### src/rtl/tdm_demux8.sv
// Receive-side 1:8 TDM demultiplexer: aligns to frame_sync on channel 0, gathers
// eight samples in a shadow buffer and publishes them as one parallel frame.
//
// state | meaning
// HUNT  | waiting for a valid beat with frame_sync to start a frame
// LOCK  | aligned; cnt tracks the slot of the next valid beat
module tdm_demux8 #(
  parameter int W = 1
) (
  input  logic           clk,
  input  logic           rst,
  input  logic [W-1:0]   din,
  input  logic           din_valid,
  input  logic           frame_sync,
  output logic [8*W-1:0] dout,
  output logic           frame_valid,
  output logic           sync_err,
  output logic           locked,
  output logic [2:0]     chan_idx
);

  localparam logic [0:0] HUNT = 1'b0;
  localparam logic [0:0] LOCK = 1'b1;

  logic [0:0]     state;
  logic [2:0]     cnt;
  logic [W-1:0]   shadow [7];
  logic [8*W-1:0] frame_next;

  // The channel-7 beat goes straight to dout without a shadow slot.
  always_comb begin
    frame_next = '0;
    for (int k = 0; k < 7; k++) begin
      frame_next[k*W +: W] = shadow[k];
    end
    frame_next[7*W +: W] = din;
  end

  always_ff @(posedge clk) begin
    if (rst) begin
      state       <= HUNT;
      cnt         <= 3'd0;
      dout        <= '0;
      frame_valid <= 1'b0;
      sync_err    <= 1'b0;
      for (int i = 0; i < 7; i++) begin
        shadow[i] <= '0;
      end
    end else begin
      frame_valid <= 1'b0;
      sync_err    <= 1'b0;
      if (din_valid) begin
        case (state)
          HUNT: begin
            if (frame_sync) begin
              shadow[0] <= din;
              cnt       <= 3'd1;
              state     <= LOCK;
            end
          end
          default: begin
            if (frame_sync) begin
              // Sync mid-frame restarts the frame from this beat.
              shadow[0] <= din;
              cnt       <= 3'd1;
              if (cnt != 3'd0) begin
                sync_err <= 1'b1;
              end
            end else if (cnt == 3'd0) begin
              sync_err <= 1'b1;
              state    <= HUNT;
            end else if (cnt == 3'd7) begin
              dout        <= frame_next;
              frame_valid <= 1'b1;
              cnt         <= 3'd0;
            end else begin
              shadow[cnt] <= din;
              cnt         <= cnt + 3'd1;
            end
          end
        endcase
      end
    end
  end

  assign locked   = (state == LOCK);
  assign chan_idx = cnt;

endmodule
### config.mk
export PLATFORM = sky130hd
export DESIGN_NAME = tdm_demux8
export DESIGN_NICKNAME = d
export VERILOG_FILES = /design/src/rtl/tdm_demux8.sv
export SDC_FILE = /design/constraint.sdc
export NUM_CORES = 1
export LEC_CHECK = 0
export CAP_MARGIN = 15
export CORE_MARGIN = 1.5
export CORE_UTILIZATION = 41
export CTS_CLUSTER_DIAMETER = 100
export DETAILED_ROUTE_END_ITERATION = 10
export GPL_TIMING_DRIVEN = 1
export HOLD_SLACK_MARGIN = 0.03
export SETUP_SLACK_MARGIN = 0.02
export SYNTH_ARGS = -nofsm -noshare
export SYNTH_HDL_FRONTEND = slang
export SYNTH_SLANG_ARGS = --single-unit
### constraint.sdc
create_clock -name clk -period 5.2 [get_ports clk]
set_clock_uncertainty 0.1 [all_clocks]
set_input_delay 1.04 -clock clk [delete_from_list [all_inputs] [get_ports clk]]
set_output_delay 1.04 -clock clk [all_outputs]
set_load 0.01 [all_outputs]
======== Yosys cells after proc, flatten, opt, wreduce, memory -nomap -nowiden ========
Memories as Yosys holds them, arrays and structs flattened. A register that Yosys moved wholly into a read port is not among the register bits.
Cells that the tools add are included.
word-level totals
  bits in registers ....................... 14
  bits in latches ......................... 0
  bits in writable memories ............... 7
  ROM bits ................................ 0
  bits of input ports ..................... 5
  output and inout port bits .............. 14
  word-level logic and storage cells ...... 58
  memories ................................ 1
memories
  name    words  bits a word  read ports  clocked after Yosys merged registers in  wr ports  line  RTL
  shadow  7      1            7           7                                        7         27    logic [W-1:0] shadow [7];
cells by class
  add/sub/neg operators ................... 1
  multipliers ............................. 0
  div/mod/pow operators ................... 0
  magnitude comparators ................... 0
  equality and inequality tests ........... 2
  shift-type cells ........................ 0
  multiplexer cells ....................... 35
  bitwise logic cells ..................... 6
  reduce and logical (&&, ||, !) cells .... 8
operator list
  cell                                                            count
  1-bit 2-to-1 mux                                                29
  3-bit 2-to-1 mux                                                6
  5-bit AND reduction                                             1
  5-bit OR reduction                                              1
  1-bit inverter                                                  4
  3-bit by 1-bit adder with 3-bit output (second input constant)  1
  3-bit == test (second input constant)                           1
  3-bit logical NOT                                               1
  3-bit AND reduction                                             1
  3-bit nonzero test                                              1
  3-bit OR reduction                                              1
  2-bit != test (second input constant)                           1
  1-bit OR                                                        2
  2-bit nonzero test                                              1
  1-bit OR reduction                                              1

======== Longest topological paths before layout ========
Gate-level depths: netlist of run 1.
  word-level depth ........................ 10
  mapped depth ............................ 8
  mapped depth without buffers ............ 8

======== Least setup slack after synthesis of run 1 ========
Ideal clock, no wire load.
  kind .................................... input to register
  from .................................... input port frame_sync
  to ...................................... register cnt[0] (netlist: chan_idx[0])
  library setup time ...................... 115 ps
  arrival time ............................ 1,937 ps
  data required time ...................... 4,985 ps
  slack ................................... 3,048 ps
  cell stages on the path ................. 6
  buffers on the path ..................... 1
  path through ............................ buf_6 inv_1 ha_1 and4bb_2 nand2_1 and3_1
between the ends
  longest elaborated chain between the ends .. 2
  elaborated cells between the ends (all ways) .. 5
  classes of those cells .................. 1 x eq/ne; 2 x mux; 2 x reduce/logical
RTL lines
  item                                                                             line  RTL
  start: declaration                                                               14    input logic frame_sync,
  2-bit != test (no source line), or another cell as far along                     --
  3-bit AND reduction (no source line) / 3-bit 2-to-1 mux (equally long branches)  --
  end signal: assignment                                                           78    cnt <= cnt + 3'd1;
  end: declaration                                                                 26    logic [2:0] cnt;
Parallel ways exist; a longest one is shown, timed or not.
A chain may end at the register's enable or synchronous reset.

======== Final worst setup path of run 1 ========
  from .................................... register state (netlist: locked)
  to ...................................... output port locked
RTL lines
  item                      line  RTL
  start: declaration        25    logic [0:0] state;
  start signal: assignment  41    state <= HUNT;
  start signal: assignment  58    state <= LOCK;
  start signal: assignment  71    state <= HUNT;
  end: declaration          18    output logic locked,
No word-level cell between the ends.

==> results.tsv, run 1 <==
stage	metric	value	unit
sta	clock.fmax	0.389	GHz
grt	grt_pass1_vias	744	
clock_network	cts-root-buf	clkbuf_4	
route	vias	817	
pwr	total_leakage_power	0.000429	uW
clock_network	htree_levels	1	
die	fp.dieH	53.5	um
min_path	hold_depth	2	
synth	synth_most_common_cell	nand2_1	
pwr	power_density	226	mW/mm2
clock_network	cts_hold_buf	0	
placed_design	dp_hpwl	1490	um
cells_and_area	multi_input_area	504	um2
worst_setup_path	arrival	1430	ps
placed_design	gp_congestion	0.789	
pwr	clock_power_share	0.284	
sta	final_hold_viol_count	0	
cells_and_area	fill_cells	251	
worst_setup_path	worstPathCellList	clkdlybuf4s50_1	
worst_setup_path	slowest_stage	clkdlybuf4s50_1	
worst_setup_path	crit_type	flop to output port	
die	die_w	53.5	um
clock_network	cts_resized	0	
pwr	p_sw_frac	0.251	
worst_setup_path	end_kind	output port	
synth	synth_area_leaders	dfxtp_1, edfxtp_1, nand2_1, ha_1, a21oi_1	
pwr	combinationalPowerShare	0.097	
die	io_pins	19	
worst_setup_path	worstSetupStartpointType	flop	
synth	synth_ff_type	dfxtp_1	
synth	synth_nets	121	
sta	slew_violations	0	
min_path	hold_class	flop to flop	
synth	syn_area	0.00104	mm2
route	dr.pass1.iters	4	
worst_setup_path	cpLargestDelayFamily	buffers and inverters	
synth	synth_top_area_cell	dfxtp_1	
die	fp.coreArea	0.00245	mm2
pwr	p_int	212	uW
synth	synth.top_cell.area_share	0.287	
synth	syn_inst	111	
job	max_cap_violations	0	
grt	grt_util_all_layers	0.168	
grt	grt_overflow	0	
pwr	power_frac_seq	0.618	
route	ant_nets	0	
pwr	power_switching	70.8	uW
worst_setup_path	r2r_cells	8	
worst_setup_path	cpPeakStageDelay	600	ps
clock_network	cts_buffers	3	
placed_design	postPlaceCellArea	0.00122	mm2
worst_setup_path	crit_start	locked	
sta	tns	0	ps
grt	grt_max_degree	17	
cells_and_area	regArea	480	um2
synth	ys_seq_area_frac	0.460	
route	routedWlPerCell	12.9	um
min_path	min_from	dout[6]	
worst_setup_path	crit_required	4060	ps
sta	worst_slew_pin_slew	630	ps
worst_setup_path	crit_cells	1	
sta	setup_viol	0	
cells_and_area	fin_nets	139	
clock_network	clkTransAtPathRegs	120	ps
grt	grt_pass1_wl	3390	um
route	drc_errors	0	
clock_network	cts_tree	yes	
clock_network	clkLatencyLatePin	310	ps
synth	yosysWarnings	0	
synth	ys_types	34	
cells_and_area	antenna_cells	0	
die	rows	18	
die	start_util	0.426	
clock_network	clockBufferDepth	2	
synth	ys_async_sr_fraction	0	
run_status	outcome	completed	
sta	rsz0062_at_grt	false	
worst_setup_path	crit_buf_inv	1	
grt	antenna_found_initial	0	
route	drt_wl_total	2040	um
synth	ys_ff_latch	21	
clock_network	clock-sinks	21	
sta	fin_crit	2570	ps
placed_design	io_buffers	18	
cells_and_area	final_area	0.00125	mm2
cells_and_area	drive_above_1_share	0.109	
die	die_area	0.00286	mm2
synth	syn_avg_cell_area	9.41	um2
synth	synth_edf_count	6	
sta	hold_slack	364	ps
worst_setup_path	worstReg2RegStart	chan_idx[0]	
pwr	ir_drop	0.000131	V
worst_setup_path	crit_fanout	10	
cells_and_area	syn_to_final_growth	19.5	%
synth	synth_commonest_cells	nand2_1, dfxtp_1, a21oi_1, edfxtp_1	
sta	slew_headroom	0.578	
route	drt_iter0_drc	7	
route	vias_per_cell	5.17	
clock_network	postCtsSetupBuffers	0	
sta	period_share	0.495	
## metal layers
layer | track usage | up-vias | wire (um)
met3 | 0.0282 | 5 | 71
met1 | 0.203 | 375 | 986
met2 | 0.286 | 15 | 934
li1 | - | 422 | -
met5 | 0 | - | 0
met4 | 0.0769 | 0 | 43
## power by group through the flow
stage | combinational [uW] | clock, uW | sequential, uW
3_5_place_dp | 27.4 | 0 | 178
6_report | 27.5 | 80.3 | 175
3_3_place_gp | 27.2 | 0 | 178
4_1_cts | 27.5 | 85.6 | 175
2_1_floorplan | 19.3 | 0 | 177
5_1_grt | 30.2 | 90.5 | 175
## final cells by class
type | instances | area share
Sequential cell | 21 | 0.385
Clock buffer | 3 | 0.0180
Clock inverter | 1 | 0.00401
Multi-Input combinational cell | 80 | 0.404
Timing Repair Buffer | 18 | 0.144
Tap cell | 30 | 0.0301
Inverter | 5 | 0.0150
## registers in the layout, indices dropped and copies added (netlist names)
| signal | count |
|---|---|
| dout | 8 |
| frame_valid | 1 |
| locked | 1 |
| chan_idx | 3 |
| shadow | 7 |
| sync_err | 1 |
## cell families after synthesis
logic type      Yosys count  synth area share
simple gates             51             0.283
compound gates           23             0.131
flops                    21             0.460
buf+inv                  10            0.0575
fa+ha+maj                 5            0.0599
mux                       1           0.00958
## path summary, 6_finish.rpt
kind,endpoint,slack (ps)
min reg2reg,dout[6],360
max,locked,2630
min,dout[6],360
max reg2reg,chan_idx[0],3100
## through the flow
| step | utilization | power (uW) | instances | setup WS [ps] |
|---|---|---|---|---|
| 4_1_cts | 0.509 | 288 | 158 | 2620 |
| 3_5_place_dp | 0.497 | 206 | 154 | 2280 |
| 6_report | 0.509 | 282 | 158 | 2630 |
| 5_1_grt | 0.509 | 296 | 158 | 2500 |
| 3_3_place_gp | 0.497 | 205 | 154 | 2350 |
| 2_1_floorplan | - | 197 | 111 | 3050 |
## cells in the final DEF (no fill, tap or decap), types with 2 or more instances in the layout
master | netlist | routed
nand4_1 | 2 | 2
nand2b_1 | 3 | 3
ha_1 | 5 | 5
inv_1 | 5 | 5
nor4_2 | 2 | 2
clkdlybuf4s50_1 | 0 | 18
dfxtp_1 | 15 | 15
edfxtp_1 | 6 | 6
o21ai_0 | 5 | 5
nand3_1 | 3 | 3
clkbuf_4 | 0 | 3
nor2_1 | 4 | 4
nand2_1 | 25 | 25
a21oi_1 | 12 | 12
Note: power is estimated with default switching activity, not from simulation.
==> run 2: changes to the inputs <==
==> constraint.sdc (replaced) <==
create_clock -name clk -period 2.4 [get_ports clk]
set_clock_uncertainty 0.1 [all_clocks]
set_input_delay 0.48 -clock clk [delete_from_list [all_inputs] [get_ports clk]]
set_output_delay 0.48 -clock clk [all_outputs]
set_load 0.01 [all_outputs]
==> results.tsv, run 2 (synthesis results as in run 1) <==
stage	metric	value	unit
run_status	outcome	completed	
worst_setup_path	worstPathCellList	inv_1 > ha_1 > or2b_1 > inv_1 > ha_1 > and4bb_2 > nand2_1 > and3_1	
clock_network	postCtsSetupBuffers	0	
worst_setup_path	cpLargestDelayFamily	simple AND/OR/NAND/NOR gates	
grt	grt_overflow	0	
clock_network	cts-root-buf	clkbuf_4	
sta	final_hold_viol_count	0	
sta	worst_slew_pin_slew	380	ps
die	rows	18	
sta	clock.fmax	0.474	GHz
cells_and_area	largest_register	dout	
route	dr.pass1.iters	4	
grt	grt_pass1_vias	786	
pwr	total_leakage_power	0.000439	uW
sta	slew_violations	0	
pwr	ir_drop	0.000280	V
worst_setup_path	crit_fanout	8	
clock_network	cts_buffers	3	
worst_setup_path	arrival	2220	ps
die	die_area	0.00286	mm2
grt	grt_max_degree	13	
clock_network	cts_resized	0	
route	drt_iter0_drc	9	
sta	setup_viol	0	
clock_network	clkLatencyLatePin	310	ps
job	max_cap_violations	0	
cells_and_area	antenna_cells	0	
worst_setup_path	worstSetupStartpointType	flop	
clock_network	clkTransAtPathRegs	120	ps
cells_and_area	layout.cells.most_common_list	nand2_1, clkdlybuf4s50_1, dfxtp_1, a21oi_1, edfxtp_1	
die	io_pins	19	
cells_and_area	final_common_cell	nand2_1	
grt	grt_util_all_layers	0.167	
worst_setup_path	crit_required	2520	ps
placed_design	dp_slack	251	ps
worst_setup_path	slowest_stage	dfxtp_1	
route	vias_per_cell	5.16	
sta	slew_headroom	0.746	
sta	period_share	0.879	
sta	fin_crit	2110	ps
worst_setup_path	crit_type	flop to flop	
route	routedWlPerCell	12.3	um
placed_design	dp_hpwl	1460	um
grt	grt_pass1_wl	3440	um
clock_network	htree_levels	1	
die	fp.coreArea	0.00245	mm2
pwr	power_density	487	mW/mm2
clock_network	cts_hold_buf	0	
pwr	power_switching	154	uW
min_path	hold_class	flop to flop	
clock_network	clockBufferDepth	2	
pwr	p_sw_frac	0.251	
pwr	power_frac_seq	0.615	
die	fp.dieH	53.5	um
worst_setup_path	crit_buf_inv	2	
sta	rsz0062_at_grt	false	
die	start_util	0.426	
pwr	clock_power_share	0.284	
placed_design	io_buffers	18	
die	die_w	53.5	um
route	drc_errors	0	
pwr	combinationalPowerShare	0.101	
grt	antenna_found_initial	0	
route	ant_nets	0	
clock_network	clock-sinks	21	
route	drt_wl_total	1970	um
cells_and_area	final_util	0.515	
worst_setup_path	end_kind	flop	
cells_and_area	syn_to_final_growth	21.0	%
cells_and_area	largest_register_ffs	8	
pwr	p_int	461	uW
route	vias	825	
worst_setup_path	cpPeakStageDelay	490	ps
sta	final.setup.worst_slack	291	ps
clock_network	cts_tree	yes	
placed_design	gp_congestion	0.827	
sta	tns	0	ps
cells_and_area	drive_above_1_share	0.123	
cells_and_area	fin_nets	141	
==> run 2: changes by cell type in the layout (fill, tap and decap cells not counted), sizes merged <==
| cell | delta |
|---|---|
| buf | +2 |
==> run 2: layer usage <==
metal | part of all wire | GRT usage | up-vias
met5 | 0 | 0 | -
met4 | 0.012 | 0.0812 | 0
met3 | 0.033 | 0.0254 | 4
met2 | 0.46 | 0.265 | 16
met1 | 0.50 | 0.216 | 380
li1 | - | - | 425
==> run 2: power groups by stage <==
stage               registers, uW  clock network (uW)  logic, uW
finish                        378                 175       62.4
global route                  380                 197       69.7
CTS                           378                 183       62.6
detailed placement            386                   0       61.9
global placement              386                   0       61.7
floorplan                     384                   0       41.8
==> run 2: worst min-delay path, stage by stage, from the launching register on <==
cell     delay [ps]
dfxtp_1         330
nand2_1          50
a21oi_1          50
==> run 2: layout make-up <==
class                   instances  area, um2
clock buffers                   3       22.5
multi-input cells              80        504
fillers                       235       1190
repair buffers                 20        195
clock inverters                 1       5.00
flip-flops and latches         21        480
well taps                      30       37.5
inverters                       5       18.8
==> run 2: worst paths after layout <==
| check | from | to | slack, ps | depth (start not counted) |
|---|---|---|---|---|
| setup / recovery | chan_idx[0] | chan_idx[0] | 290 | 8 |
| hold / removal | dout[4] | dout[4] | 360 | 2 |
| setup reg to reg | chan_idx[0] | chan_idx[0] | 290 | 8 |
| hold reg to reg | dout[4] | dout[4] | 360 | 2 |
==> run 2: stage by stage <==
step                      hold slack (ps)  area [um2]  instances  total power, uW
after floorplan                       332        1040        111              426
after global placement                341        1240        156              448
after detailed placement              349        1240        156              448
after CTS                             367        1260        160              624
after global routing                  380        1260        160              647
final                                 362        1260        160              615
==> run 3: changes to the inputs <==
--- a/config.mk
+++ b/config.mk
@@ -8,6 +8,7 @@
 export CAP_MARGIN = 15
 export CORE_MARGIN = 1.5
 export CORE_UTILIZATION = 41
+export CTS_BUF_LIST = sky130_fd_sc_hd__clkbuf_4 sky130_fd_sc_hd__clkbuf_8
 export CTS_CLUSTER_DIAMETER = 100
 export DETAILED_ROUTE_END_ITERATION = 10
 export GPL_TIMING_DRIVEN = 1
==> results of run 3 <==
Same layout as run 2: the final DEF is identical, and so are final timing and power.
